**src/rtl/snncore_prog_rx_pkg.sv**
```systemverilog
// Shared types and constants for the snncore programming-port responder.
package snn_prog_pkg;

  localparam int unsigned CFG_VTH               = 0;
  localparam int unsigned CFG_DECAY_RATE        = 1;
  localparam int unsigned CFG_GROW_RATE         = 2;
  localparam int unsigned CFG_VREST             = 3;
  localparam int unsigned CFG_RESET_MECHANISM   = 4;
  localparam int unsigned CFG_REFRACTORY_PERIOD = 5;
  localparam int unsigned CFG_LAYER_TO_MONITOR  = 6;
  localparam int unsigned CFG_NEURON_TO_MONITOR = 7;
  localparam int unsigned CFG_REGS              = 8;

  localparam int unsigned LAYER_MSB = 31;
  localparam int unsigned LAYER_LSB = 24;
  // The layer field sits directly above the synapse address, capping its width.
  localparam int unsigned SYN_ADDR_W_MAX = LAYER_LSB;

  typedef enum logic {
    LOAD,
    READY
  } prog_state_t;

  typedef struct packed {
    logic [7:0]                layer;
    logic [SYN_ADDR_W_MAX-1:0] addr;
    logic [31:0]               data;
  } syn_wr_t;

endpackage

```
**src/rtl/snncore_prog_rx_if.sv**
```systemverilog
// Programming write stream plus the synaptic-memory write handshake.
interface snncore_prog_rx_if #(
  parameter int unsigned NUM_LAYERS = 2,
  parameter int unsigned SYN_ADDR_W = 24
);
  logic                  mem_write;
  logic                  cfg_write;
  logic [31:0]           wr_addr;
  logic [31:0]           wr_data;
  logic [NUM_LAYERS-1:0] syn_we;
  logic [SYN_ADDR_W-1:0] syn_addr;
  logic [31:0]           syn_data;
  logic                  syn_ready;

  // Host side: issues writes and plays the synaptic memory.
  modport master (
    output mem_write, cfg_write, wr_addr, wr_data, syn_ready,
    input  syn_we, syn_addr, syn_data
  );

  modport slave (
    input  mem_write, cfg_write, wr_addr, wr_data, syn_ready,
    output syn_we, syn_addr, syn_data
  );
endinterface

```
**src/rtl/snncore_prog_rx_fifo.sv**
```systemverilog
// Show-ahead synchronous FIFO; push into a full FIFO is taken only alongside a pop.
module prog_fifo #(
  parameter int unsigned WIDTH = 72,
  parameter int unsigned DEPTH = 4
) (
  input  logic             clk,
  input  logic             rst,
  input  logic             push,
  input  logic             pop,
  input  logic [WIDTH-1:0] wdata,
  output logic [WIDTH-1:0] rdata,
  output logic             full,
  output logic             empty
);
  localparam int unsigned AW = (DEPTH > 1) ? $clog2(DEPTH) : 1;

  logic [WIDTH-1:0] mem_q [DEPTH];
  logic [AW-1:0]    wr_ptr_q, rd_ptr_q;
  logic [AW:0]      count_q;
  logic             do_push, do_pop;

  assign empty   = (count_q == '0);
  assign full    = (count_q == (AW+1)'(DEPTH));
  assign do_pop  = pop & ~empty;
  assign do_push = push & (~full | do_pop);
  assign rdata   = mem_q[rd_ptr_q];

  always_ff @(posedge clk or posedge rst) begin
    if (rst) begin
      wr_ptr_q <= '0;
      rd_ptr_q <= '0;
      count_q  <= '0;
    end else begin
      if (do_push) wr_ptr_q <= wr_ptr_q + 1'b1;
      if (do_pop)  rd_ptr_q <= rd_ptr_q + 1'b1;
      if (do_push && !do_pop)      count_q <= count_q + 1'b1;
      else if (do_pop && !do_push) count_q <= count_q - 1'b1;
    end
  end

  always_ff @(posedge clk) begin
    if (do_push) mem_q[wr_ptr_q] <= wdata;
  end

endmodule

```
**src/rtl/snncore_prog_rx.sv**
```systemverilog
// snncore programming-port responder: config registers, synaptic write buffer, prog_done.
// Define SNN_PROG_STATS_EN to implement the syn_wr_cnt / drop_cnt statistics counters.
module snncore_prog_rx
  import snn_prog_pkg::*;
#(
  parameter int unsigned NUM_LAYERS = 2,
  parameter int unsigned PRECISION  = 16,
  parameter int unsigned SYN_ADDR_W = 24,
  parameter int unsigned FIFO_DEPTH = 4
) (
  input  logic                 memclk,
  input  logic                 rst,
  snncore_prog_rx_if.slave     bus,
  output logic [PRECISION-1:0] vth,
  output logic [PRECISION-1:0] decay_rate,
  output logic [PRECISION-1:0] grow_rate,
  output logic [PRECISION-1:0] vrest,
  output logic [1:0]           reset_mechanism,
  output logic [7:0]           refractory_period,
  output logic [7:0]           layer_to_monitor,
  output logic [15:0]          neuron_to_monitor,
  output logic                 prog_done,
  output logic                 err_overflow,
  output logic                 err_bad_addr,
  output logic [31:0]          syn_wr_cnt,
  output logic [15:0]          drop_cnt
);
  localparam logic [7:0] LayerLimit = 8'(NUM_LAYERS);

  prog_state_t         state_q, state_d;
  logic [CFG_REGS-1:0] cfg_seen_q;
  syn_wr_t             wr_entry, head;
  logic [7:0]          layer_idx;
  logic                fifo_full, fifo_empty;
  logic                collision, cfg_ok, cfg_bad, mem_bad, mem_try;
  logic                pop, push_ok, overflow, drop;

  assign layer_idx = bus.wr_addr[LAYER_MSB:LAYER_LSB];
  assign collision = bus.mem_write & bus.cfg_write;
  assign cfg_ok    = bus.cfg_write & ~bus.mem_write & (bus.wr_addr[31:3] == '0);
  assign cfg_bad   = bus.cfg_write & ~bus.mem_write & (bus.wr_addr[31:3] != '0);
  assign mem_bad   = bus.mem_write & ~bus.cfg_write & (layer_idx >= LayerLimit);
  assign mem_try   = bus.mem_write & ~bus.cfg_write & (layer_idx < LayerLimit);
  assign pop       = ~fifo_empty & bus.syn_ready;
  assign push_ok   = mem_try & (~fifo_full | pop);
  assign overflow  = mem_try & fifo_full & ~pop;
  assign drop      = collision | cfg_bad | mem_bad | overflow;

  assign wr_entry = '{layer: layer_idx,
                      addr:  SYN_ADDR_W_MAX'(bus.wr_addr[SYN_ADDR_W-1:0]),
                      data:  bus.wr_data};

  prog_fifo #(
    .WIDTH ($bits(syn_wr_t)),
    .DEPTH (FIFO_DEPTH)
  ) u_fifo (
    .clk   (memclk),
    .rst   (rst),
    .push  (mem_try),
    .pop   (pop),
    .wdata (wr_entry),
    .rdata (head),
    .full  (fifo_full),
    .empty (fifo_empty)
  );

  // Outputs are gated by empty so stale (unreset) storage never reaches the memories.
  always_comb begin
    bus.syn_we   = '0;
    bus.syn_addr = '0;
    bus.syn_data = '0;
    if (!fifo_empty) begin
      for (int i = 0; i < int'(NUM_LAYERS); i++) begin
        if (head.layer == 8'(i)) bus.syn_we[i] = 1'b1;
      end
      bus.syn_addr = head.addr[SYN_ADDR_W-1:0];
      bus.syn_data = head.data;
    end
  end

  always_ff @(posedge memclk or posedge rst) begin
    if (rst) begin
      cfg_seen_q        <= '0;
      vth               <= '0;
      decay_rate        <= '0;
      grow_rate         <= '0;
      vrest             <= '0;
      reset_mechanism   <= '0;
      refractory_period <= '0;
      layer_to_monitor  <= '0;
      neuron_to_monitor <= '0;
    end else if (cfg_ok) begin
      cfg_seen_q[bus.wr_addr[2:0]] <= 1'b1;
      unique case (bus.wr_addr[2:0])
        3'(CFG_VTH):               vth               <= bus.wr_data[PRECISION-1:0];
        3'(CFG_DECAY_RATE):        decay_rate        <= bus.wr_data[PRECISION-1:0];
        3'(CFG_GROW_RATE):         grow_rate         <= bus.wr_data[PRECISION-1:0];
        3'(CFG_VREST):             vrest             <= bus.wr_data[PRECISION-1:0];
        3'(CFG_RESET_MECHANISM):   reset_mechanism   <= bus.wr_data[1:0];
        3'(CFG_REFRACTORY_PERIOD): refractory_period <= bus.wr_data[7:0];
        3'(CFG_LAYER_TO_MONITOR):  layer_to_monitor  <= bus.wr_data[7:0];
        3'(CFG_NEURON_TO_MONITOR): neuron_to_monitor <= bus.wr_data[15:0];
        default: ;
      endcase
    end
  end

  always_comb begin
    state_d = state_q;
    unique case (state_q)
      LOAD:    if (&cfg_seen_q && fifo_empty && !push_ok) state_d = READY;
      READY:   if (push_ok) state_d = LOAD;
      default: state_d = LOAD;
    endcase
  end

  always_ff @(posedge memclk or posedge rst) begin
    if (rst) begin
      state_q      <= LOAD;
      err_overflow <= 1'b0;
      err_bad_addr <= 1'b0;
    end else begin
      state_q <= state_d;
      if (overflow) err_overflow <= 1'b1;
      if (collision || cfg_bad || mem_bad) err_bad_addr <= 1'b1;
    end
  end

  assign prog_done = (state_q == READY);

`ifdef SNN_PROG_STATS_EN
  always_ff @(posedge memclk or posedge rst) begin
    if (rst) begin
      syn_wr_cnt <= '0;
      drop_cnt   <= '0;
    end else begin
      if (pop && syn_wr_cnt != '1) syn_wr_cnt <= syn_wr_cnt + 1'b1;
      if (drop && drop_cnt != '1)  drop_cnt   <= drop_cnt + 1'b1;
    end
  end
`else
  assign syn_wr_cnt = '0;
  assign drop_cnt   = '0;
  logic unused_drop;
  assign unused_drop = drop;
`endif

endmodule

```
**src/flat_wrapper.sv**
```systemverilog
// flat-port wrapper written by rule: the top's interface ports become plain ports
module snncore_prog_rx_flat import snn_prog_pkg::*;
#(
  parameter int unsigned NUM_LAYERS = 2,
  parameter int unsigned PRECISION  = 16,
  parameter int unsigned SYN_ADDR_W = 24,
  parameter int unsigned FIFO_DEPTH = 4
)
  (memclk, rst, vth, decay_rate, grow_rate, vrest, reset_mechanism, refractory_period, layer_to_monitor, neuron_to_monitor, prog_done, err_overflow, err_bad_addr, syn_wr_cnt, drop_cnt, bus_mem_write, bus_cfg_write, bus_wr_addr, bus_wr_data, bus_syn_ready, bus_syn_we, bus_syn_addr, bus_syn_data);
  snncore_prog_rx_if #(.NUM_LAYERS(NUM_LAYERS), .SYN_ADDR_W(SYN_ADDR_W)) bus_i ();
  input  logic memclk;
  input  logic rst;
  output logic [PRECISION-1:0] vth;
  output logic [PRECISION-1:0] decay_rate;
  output logic [PRECISION-1:0] grow_rate;
  output logic [PRECISION-1:0] vrest;
  output logic [1:0] reset_mechanism;
  output logic [7:0] refractory_period;
  output logic [7:0] layer_to_monitor;
  output logic [15:0] neuron_to_monitor;
  output logic prog_done;
  output logic err_overflow;
  output logic err_bad_addr;
  output logic [31:0] syn_wr_cnt;
  output logic [15:0] drop_cnt;
  input wire logic [$bits(bus_i.mem_write)-1:0] bus_mem_write;
  input wire logic [$bits(bus_i.cfg_write)-1:0] bus_cfg_write;
  input wire logic [$bits(bus_i.wr_addr)-1:0] bus_wr_addr;
  input wire logic [$bits(bus_i.wr_data)-1:0] bus_wr_data;
  input wire logic [$bits(bus_i.syn_ready)-1:0] bus_syn_ready;
  output wire logic [$bits(bus_i.syn_we)-1:0] bus_syn_we;
  output wire logic [$bits(bus_i.syn_addr)-1:0] bus_syn_addr;
  output wire logic [$bits(bus_i.syn_data)-1:0] bus_syn_data;
  assign bus_i.mem_write = bus_mem_write;
  assign bus_i.cfg_write = bus_cfg_write;
  assign bus_i.wr_addr = bus_wr_addr;
  assign bus_i.wr_data = bus_wr_data;
  assign bus_i.syn_ready = bus_syn_ready;
  assign bus_syn_we = bus_i.syn_we;
  assign bus_syn_addr = bus_i.syn_addr;
  assign bus_syn_data = bus_i.syn_data;
  snncore_prog_rx #(.NUM_LAYERS(NUM_LAYERS), .PRECISION(PRECISION), .SYN_ADDR_W(SYN_ADDR_W), .FIFO_DEPTH(FIFO_DEPTH)) u_core (.memclk(memclk), .rst(rst), .bus(bus_i), .vth(vth), .decay_rate(decay_rate), .grow_rate(grow_rate), .vrest(vrest), .reset_mechanism(reset_mechanism), .refractory_period(refractory_period), .layer_to_monitor(layer_to_monitor), .neuron_to_monitor(neuron_to_monitor), .prog_done(prog_done), .err_overflow(err_overflow), .err_bad_addr(err_bad_addr), .syn_wr_cnt(syn_wr_cnt), .drop_cnt(drop_cnt));
endmodule
```
**config.mk**
```make
export PLATFORM = sky130hd
export DESIGN_NAME = snncore_prog_rx_flat
export DESIGN_NICKNAME = d
export VERILOG_FILES = /design/src/rtl/snncore_prog_rx_pkg.sv /design/src/rtl/snncore_prog_rx_if.sv /design/src/rtl/snncore_prog_rx_fifo.sv /design/src/rtl/snncore_prog_rx.sv /design/src/flat_wrapper.sv
export SDC_FILE = /design/constraint.sdc
export NUM_CORES = 1
export LEC_CHECK = 0
export CORE_UTILIZATION = 56
export CTS_CLUSTER_DIAMETER = 150
export CTS_CLUSTER_SIZE = 10
export DETAILED_ROUTE_END_ITERATION = 10
export PLACE_DENSITY = 0.85
export RECOVER_POWER = 25
export SYNTH_ARGS = -nofsm -noshare
export SYNTH_HDL_FRONTEND = slang
export SYNTH_SLANG_ARGS = --single-unit
```
**constraint.sdc**
```tcl
create_clock -name memclk -period 9.9 [get_ports memclk]
set_clock_uncertainty 0.1 [all_clocks]
set_input_delay 1.485 -clock memclk [delete_from_list [all_inputs] [get_ports memclk]]
set_output_delay 1.485 -clock memclk [all_outputs]
set_load 0.02 [all_outputs]
```
==> impl_metrics.toml <==
[clocking]
postCtsSetupBuffers = 0
clk_latency_ns = 0.51
cts_resized = 0
clockBufferDepth = 3
cts_tree = "done"
ctsHoldBuffers = 0
clkSinkCount = 372
clockRootBuffer = "clkbuf_16"
ctsHtreeMaxLevel = 2
cts_buffers = 43
clk_pin_slew_ns = 0.06

[drt]
post_drt_wl_per_cell_um = 22.2
wl_met3_mm = 2.93
ant_nets = 0
viasPerCell = 5.54
drt_iter0_markers = 476
first_pass_iters = 5
wl_met1_mm = 11.8
wl_met2_mm = 14.9
wirelength_mm = 30.1
vias = 7526
remaining_drc_errors = 0
top_layer = "met4"

[synthesis]
synth_common_cells = "edfxtp_1 (256), dfrtp_1 (116), and2_1 (60)"
async_flop_share_pct = 31.2
avgSynthCellArea_um2 = 19.8
syn_area_mm2 = 0.0149
synthesis.instances = 752
yosysMostFrequentCell = "edfxtp_1"
synth_top_cell_area_share_pct = 51.7
synth_edf_count = 256
yosys-top-cells-area = "edfxtp_1 (52%), dfrtp_1 (20%), mux4_2 (8.8%), mux2_4 (4.5%), mux2_2 (4.2%)"
ys_types = 43
ys_seq_elements = 372
synth_area_leader_cell = "edfxtp_1"
yosys_warnings = 0
synthFlopType = "edfxtp_1"
ys_seq_area_share_pct = 71.2

[grt]
grt_use_total_pct = 22.8
grt_max_degree = 76
overflow = 0
grt_pass1_wl_mm = 45.7
antenna_found_initial = 1
grt_pass1_vias = 7904

[pwr]
leakagePower_nw = 6.92
total_power_w = 0.00419
peakVddDrop_uv = 191
p_per_area_mw_per_mm2 = 227

[setup_path]
ff2ff_path_depth = 8
cpMaxStageDelayCell = "dfrtp_4"
cp_max_fo = 37
r2r_start = "u_core.u_fifo.count_q[2]"
worstPathCellList = "buf_4 -> mux4_2 -> nor3b_1 -> clkdlybuf4s50_1"
arrival_ns = 3.48
r2r_end = "u_core.u_fifo.count_q[2]"
worstSetupPathType = "register to output port"
critPathTopFamily = "buffers and inverters"
worst_path_largest_cell_delay_ns = 0.75
crit_buf_inv = 2
reg2reg_slack_ns = 6.94
required_ns = 8.32
crit_path_end_kind = "output port"
cp-start-kind = "register"

[timing]
timing.fmax_ghz = 0.197
timing.final.ws_setup_ns = 4.83
rsz0062_at_grt = "no"
setup_tns_ns = 0
setup_viol = 0
period_needed_ns = 5.07
drv_slew = 43
slew_headroom_pct = -28.5
whs_ns = 0.371
fin_crit_sh_pct = 51.2
worstMarginPinSlew_ns = 1.92
hold_viol = 0

[run]
drv_cap = 1

[outcome]
violations = "max-capacitance violations, max-slew violations"
status = "finished with violations"

[floorplan]
start_util_pct = 57.1
coreArea_mm2 = 0.0261
die_h_um = 165
die_area_mm2 = 0.0272
die-width_um = 165
ios = 276
std_cell_rows = 59

[placement]
port-buffer-count = 227
place.gp.congestion = 0.730
dpl.hpwl_mm = 18.2
place_ws_ns = 5.16

[min_path]
hold_class = "register to register"
min-delay-start = "u_core.cfg_seen_q[2]"
holdPathStages = 1
holdPathEnd = "u_core.cfg_seen_q[2]"

[cells_and_area]
syn2layout_area_growth_pct = 23.8
num-nets-final = 1074
num-fill-cells = 1638
drive_above_1_share_pct = 23.6
## per-stage QoR
| stage | instances | area (um^2) | util (%) |
|---|---|---|---|
| floorplan | 799 | 15100 | - |
| global placement | 1289 | 17200 | 66.2 |
| detailed placement | 1289 | 17200 | 66.2 |
| CTS | 1356 | 18400 | 70.7 |
| global route | 1356 | 18400 | 70.7 |
| finish | 1358 | 18400 | 70.7 |
## report_power, final
group          switching, W  leakage, nW  internal (W)
registers         0.0000944         3.89       0.00168
logic              0.000491         2.47      0.000564
clock network      0.000558        0.565      0.000798
total               0.00114         6.92       0.00304
## how the worst max path moves through the flow
stage / slack, ns / to / startpoint / cells past startpoint
after detailed placement: 5.16 / u_core.u_fifo.mem_q[0][24] / bus_wr_addr[29] / 5
after CTS: 4.72 / bus_syn_we[0] / u_core.u_fifo.rd_ptr_q[0] / 4
after floorplan: 5.24 / u_core.cfg_seen_q[0] / rst / 1
after global placement: 5.26 / u_core.u_fifo.mem_q[3][22] / bus_wr_addr[29] / 5
final: 4.83 / bus_syn_we[0] / u_core.u_fifo.rd_ptr_q[0] / 4
after global routing: 4.55 / bus_syn_we[0] / u_core.u_fifo.rd_ptr_q[0] / 4
## cells in the final DEF (no fill, tap or decap), types with 2 or more instances in the layout
master	netlist	final
edfxtp_1	256	256
clkdlybuf4s50_1	0	179
dfrtp_1	116	114
mux4_2	58	58
and2_1	60	56
mux2_2	55	55
conb_1	1	48
dlygate4sd3_1	0	48
mux2_4	45	45
clkbuf_16	0	43
clkbuf_1	15	22
nor2_1	13	13
or2_2	8	8
nor3_4	7	7
ha_1	5	5
nor3_1	4	4
nand2_1	4	4
xnor2_1	4	4
and2_4	0	4
nor4_4	3	3
nor4_2	3	3
nand4_1	3	3
nor4_1	3	3
inv_1	4	3
buf_4	48	3
diode_2	0	2
nand4_4	2	2
nor3b_1	2	2
nand4bb_1	2	2
nor4b_1	2	2
xor2_1	2	2
inv_6	0	2
dfrtp_4	0	2
## layer usage
| metal | up-vias | GRT usage, % |
|---|---|---|
| met5 | - | 0 |
| met4 | 0 | 5.30 |
| met3 | 39 | 7.61 |
| met2 | 328 | 37.8 |
| met1 | 3876 | 29.0 |
| li1 | 3283 | - |
## cell type report
type	count	area [um^2]	share of cell area [%]
Sequential cell	372	10600	57.5
Tap cell	335	419	2.28
Antenna cell	2	5.00	0.0272
Clock inverter	2	17.5	0.0951
Multi-Input combinational cell	348	3910	21.2
Inverter	4	16.3	0.0883
Timing Repair Buffer	230	2290	12.5
Clock buffer	65	1160	6.29
## sequential cells by signal, summed over array words and instances (netlist names)
name and flops:
u_core.layer_to_monitor 8, u_core.u_fifo.count_q 3, u_core.err_bad_addr 1, u_core.err_overflow 1, u_core.u_fifo.rd_ptr_q 2, u_core.decay_rate 16
u_core.u_fifo.mem_q 256, u_core.refractory_period 8, u_core.grow_rate 16, u_core.reset_mechanism 2, u_core.neuron_to_monitor 16, u_core.prog_done 1
u_core.vth 16, u_core.vrest 16, u_core.cfg_seen_q 8, u_core.u_fifo.wr_ptr_q 2
## worst reg2reg max path, delay by kind of cell (launching register included)
family | cells | cell delay [ns]
xor+xnor | 2 | 0.35
fa+ha+maj | 2 | 0.59
buf+inv | 1 | 0.07
flops | 1 | 0.41
simple gates | 3 | 1.37
## cell families after synthesis
kind of cell | count (synthesis) | synth area share [%]
AOI/OAI and AO/OA | 5 | 0.227
xor gates and xnor gates | 6 | 0.353
DFF | 372 | 71.2
other | 1 | 0.0252
buffers and inverters | 79 | 3.81
and+or+nand+nor | 125 | 6.40
adders and majority gates | 6 | 0.555
muxes | 158 | 17.5
No activity file was read; power rests on OpenSTA's default activity.
